==> config.mk <==
export PLATFORM = sky130hd
export DESIGN_NAME = tt_input_debounce
export DESIGN_NICKNAME = d
export VERILOG_FILES = /design/src/rtl/tt_input_debounce.sv
export SDC_FILE = /design/constraint.sdc
export NUM_CORES = 1
export LEC_CHECK = 0
export ABC_AREA = 1
export CAP_MARGIN = 20
export CORE_ASPECT_RATIO = 1.75
export CORE_MARGIN = 5
export CORE_UTILIZATION = 45
export DETAILED_ROUTE_END_ITERATION = 8
export PLACE_DENSITY_LB_ADDON = 0.3
export RECOVER_POWER = 50
export SYNTH_ARGS = -nofsm -noshare
export SYNTH_HDL_FRONTEND = slang
export SYNTH_SLANG_ARGS = --single-unit
export TNS_END_PERCENT = 5
==> constraint.sdc <==
create_clock -name clk -period 2.3 [get_ports clk]
set_input_delay 0.46 -clock clk [delete_from_list [all_inputs] [get_ports clk]]
set_output_delay 0.46 -clock clk [all_outputs]
set_load 0.05 [all_outputs]
==> src/rtl/tt_input_debounce.sv <==
// rtl/tt_input_debounce.sv - per-bit synchroniser and debouncer for raw tile inputs
// Each channel gives a clean level, one-cycle rise/fall pulses and a rise-toggle bit.
`timescale 1ns/1ps

module tt_input_debounce #(
  parameter int WIDTH           = 8,
  parameter int DEBOUNCE_CYCLES = 1000,
  parameter int CNT_W           = 16
) (
  input  logic             clk,
  input  logic             rst_n,
  input  logic             ena,
  input  logic [WIDTH-1:0] raw_in,
  output logic [WIDTH-1:0] level_out,
  output logic [WIDTH-1:0] rise_pulse,
  output logic [WIDTH-1:0] fall_pulse,
  output logic [WIDTH-1:0] toggle_out
);

  localparam logic [CNT_W-1:0] CNT_LAST = CNT_W'(DEBOUNCE_CYCLES - 1);

  logic [WIDTH-1:0] sync1;
  logic [WIDTH-1:0] sync2;
  logic [WIDTH-1:0] stable;
  logic [WIDTH-1:0] toggle;
  logic [CNT_W-1:0] cnt [WIDTH];

  // The synchroniser keeps running while ena is low so the chain is fresh on re-enable.
  always_ff @(posedge clk or negedge rst_n) begin
    if (!rst_n) begin
      sync1 <= '0;
      sync2 <= '0;
    end else begin
      sync1 <= raw_in;
      sync2 <= sync1;
    end
  end

  always_ff @(posedge clk or negedge rst_n) begin
    if (!rst_n) begin
      stable     <= '0;
      toggle     <= '0;
      rise_pulse <= '0;
      fall_pulse <= '0;
      for (int i = 0; i < WIDTH; i++) begin
        cnt[i] <= '0;
      end
    end else begin
      rise_pulse <= '0;
      fall_pulse <= '0;
      for (int i = 0; i < WIDTH; i++) begin
        if (!ena) begin
          cnt[i] <= '0;
        end else if (sync2[i] == stable[i]) begin
          cnt[i] <= '0;
        end else if (cnt[i] < CNT_LAST) begin
          cnt[i] <= cnt[i] + 1'b1;
        end else begin
          // Mismatch has persisted DEBOUNCE_CYCLES cycles: accept the new level.
          stable[i]     <= sync2[i];
          cnt[i]        <= '0;
          rise_pulse[i] <= sync2[i];
          fall_pulse[i] <= !sync2[i];
          if (sync2[i]) begin
            toggle[i] <= !toggle[i];
          end
        end
      end
    end
  end

  assign level_out  = stable;
  assign toggle_out = toggle;

endmodule
==> flow_summary_export.csv <==
group,metric,value,unit
clock_tree,clk_path_buf_depth,2,
min_path,min_path_type,"flip-flop to flip-flop",
timing,finalClockSkew,0.00621,ns
finish,nets,767,
timing,setup_ws,0.186,ns
floorplanning,dieArea,18000,um^2
critical_path,cp.required,1.84,ns
placement,hpwl,8.14,mm
routing,wire_per_inst,12.1,um
timing,rsz0062_at_grt,"no",
routing,routed_via_density,4.74,
floorplanning,initial_core_util,45.9,%
clock_tree,cts_tree,"yes",
clock_tree,clock_latency,0.42,ns
critical_path,worstSetupEndpointType,"output pin",
timing,finalHoldViolations,0,
yosys,avgSynthCellArea,10.8,um^2
clock_tree,clock-root-buffer,"clkbuf_16",
pwr,ir_worst_vdd,0.523,mV
routing,first_pass_iters,6,
yosys,synth-main-ff-cell,"dfrtp_1",
floorplanning,boundaryPins,43,
global_routing,grt_overflow,0,
global_routing,grt_max_degree,62,
floorplanning,die_x,103,um
timing,finalSetupTns,0,ns
timing,relSlewSlack,28.3,%
finish,fillers,1288,
global_routing,antenna_found_initial,0,
finish,multi_input_area,2470,um^2
timing,finalMaxSlewViolations,0,
critical_path,path_max_fanout,3,
critical_path,crit_chain,"clkdlybuf4s50_1",
yosys,syn_area,6880,um^2
status,run_status,"finished clean",
timing,fin_crit_sh,91.9,%
timing,hold_slack,0.347,ns
flow_run,cap_viol_max_count,0,
clock_tree,h-tree-depth,4,
clock_tree,clock-sinks,176,
yosys,yosys_register_bits,176,
finish,layout-drive-gt1-share,10.3,%
critical_path,cp_top_family,"buffers and inverters",
yosys,synthTopCellsByArea,"dfrtp_1 (64%), nor2_1 (6.7%), nand2_1 (6.1%)",
finish,num_antenna_cells,0,
critical_path,crit_type,"flip-flop to output pin",
yosys,synth_top_cell_area_share,64.0,%
routing,drc,0,
routing,drt_iter0_drc,194,
finish,area_growth,21.5,%
clock_tree,postCtsSetupRepairBufs,0,
yosys,synth_edf_count,0,
clock_tree,clkTransAtPathRegs,0.06,ns
pwr,power_density,962,nW/um^2
yosys,yosysTopAreaCell,"dfrtp_1",
timing,period_minus_slack,2.11,ns
global_routing,grt_pass1_vias,4676,
placement,port_buffers,42,
routing,wirelength,11.4,mm
pwr,leakagePower,3.83,nW
routing,vias,4469,
yosys,ys_seq_area_share,64.0,%
yosys,synth_warnings,0,
yosys,netlist_instances,636,
floorplanning,die_h,174,um
placement,preCtsSetupSlack,0.445,ns
finish,seqCellArea,4400,um^2
global_routing,grt_pass1_wl,20.3,mm
yosys,async_reset_ff_share,100,%
global_routing,grt_use_total,14.2,%
critical_path,worst_setup_path_start_kind,"flip-flop",
critical_path,crit_buf_inv,1,
timing,worstMarginPinSlew,1.08,ns
yosys,synth_cell_type_count,27,
timing,fmax,473,MHz
placement,placed_area,7750,um^2
timing,setup_viol,0,
floorplanning,num_rows,59,
clock_tree,cts_made_buffers,17,
routing,antenna_left,0,
critical_path,critPathMaxStageDelay,0.83,ns
floorplanning,core-area,15000,um^2
placement,gp_congestion,0.771,
critical_path,arrival,1.65,ns
finish,final_cell_area,8360,um^2
critical_path,cpMaxStageDelayCell,"clkdlybuf4s50_1",
==> cells by family (layout without fill, tap and decap cells) <==
kind of cell | Yosys count | count (layout) | share of synthesized area [%]
AO/OA/AOI/OAI | 22 | 22 | 1.82
other | 1 | 48 | 0.0545
adder cells (fa/ha/maj) | 8 | 8 | 1.45
XOR/XNOR | 42 | 42 | 5.35
flip-flops | 176 | 176 | 64.0
buffers and inverters | 48 | 125 | 2.62
AND/OR/NAND/NOR | 339 | 339 | 24.7
==> layer usage <==
layer  track usage, %  up-vias  part of all wire [%]
met5                0        -                     0
met1             15.9     2196                    38
met2             24.8       63                    56
met4             5.08        0                   1.9
met3             4.47       18                   3.7
li1                 -     2192                     -
==> sequential cells by signal (all words and copies together), names as in the netlist <==
name        count
sync1           8
cnt           128
rise_pulse      8
toggle_out      8
sync2           8
level_out       8
fall_pulse      8
==> power breakdown <==
part           internal (mW)  switching, mW
logic                  0.487           1.08
registers               3.33          0.162
clock network           1.87           1.12
total                   5.69           2.36
==> per-stage QoR <==
| stage | std cells | utilization, % | power, mW |
|---|---|---|---|
| 4_1_cts | 943 | 56.0 | 8.16 |
| 6_report | 943 | 55.8 | 8.05 |
| 3_5_place_dp | 911 | 51.7 | 5.15 |
| 3_3_place_gp | 911 | 51.7 | 5.10 |
| 5_1_grt | 943 | 55.8 | 8.40 |
| 2_1_floorplan | 683 | - | 4.57 |
==> Yosys cell counts, drive strengths merged, types with 14 or more instances <==
cell type	n
dfrtp	176
xnor2	17
xor2	25
nor3	16
nand2	113
nor2	139
nand3	41
a21oi	15
nand4	14
inv	48
==> worst paths after layout <==
check,cells past startpoint,endpoint,slack [ns],startpoint
worst min register to register,0,sync2[0],0.35,sync1[0]
min in group asynchronous,2,fall_pulse[6],0.78,rst_n
worst min-delay path,0,sync2[0],0.35,sync1[0]
worst max-delay path,1,level_out[3],0.19,level_out[3]
max in group asynchronous,3,cnt[39],0.43,rst_n
worst max register to register,8,toggle_out[6],0.86,cnt[16]
==> placed cells by master, fill, tap and decap left out, drive strengths merged, types with 3 or more instances in the layout <==
cell,synthesis,final
nor3,16,16
dfrtp,176,176
clkbuf,0,22
buf,0,3
a21oi,15,15
nand2,113,113
conb,1,48
ha,8,8
nor3b,8,8
dlygate4sd3,0,9
bufinv,0,4
or2,8,8
nor2,139,139
inv,48,48
xnor2,17,17
a21o,3,3
nand4,14,14
clkdlybuf4s50,0,33
xor2,25,25
nand3,41,41
clkinv,0,5
==> worst reg2reg max path: stages (launching register included) <==
cell and delay [ns]:
dfrtp_1 0.37, ha_1 0.20, nand2_1 0.13, nand2_1 0.10, nand3_1 0.14, nand2_1 0.14, nand3_1 0.13, nand2_1 0.09
nand2_1 0.04
==> final cells by class <==
| type | count | share of cell area (%) |
|---|---|---|
| Clock buffer | 21 | 5.51 |
| Clock inverter | 10 | 1.92 |
| Inverter | 48 | 2.15 |
| Multi-Input combinational cell | 459 | 29.6 |
| Sequential cell | 176 | 52.7 |
| Tap cell | 183 | 2.74 |
| Timing Repair Buffer | 46 | 5.45 |
==> timing repair <==
item | CTS | global route
hold buffers | 1 | 0
endpoints found under the hold margin | 41 | 0
gates resized for setup | 0 | 0
No activity file was read; power rests on OpenSTA's default activity.
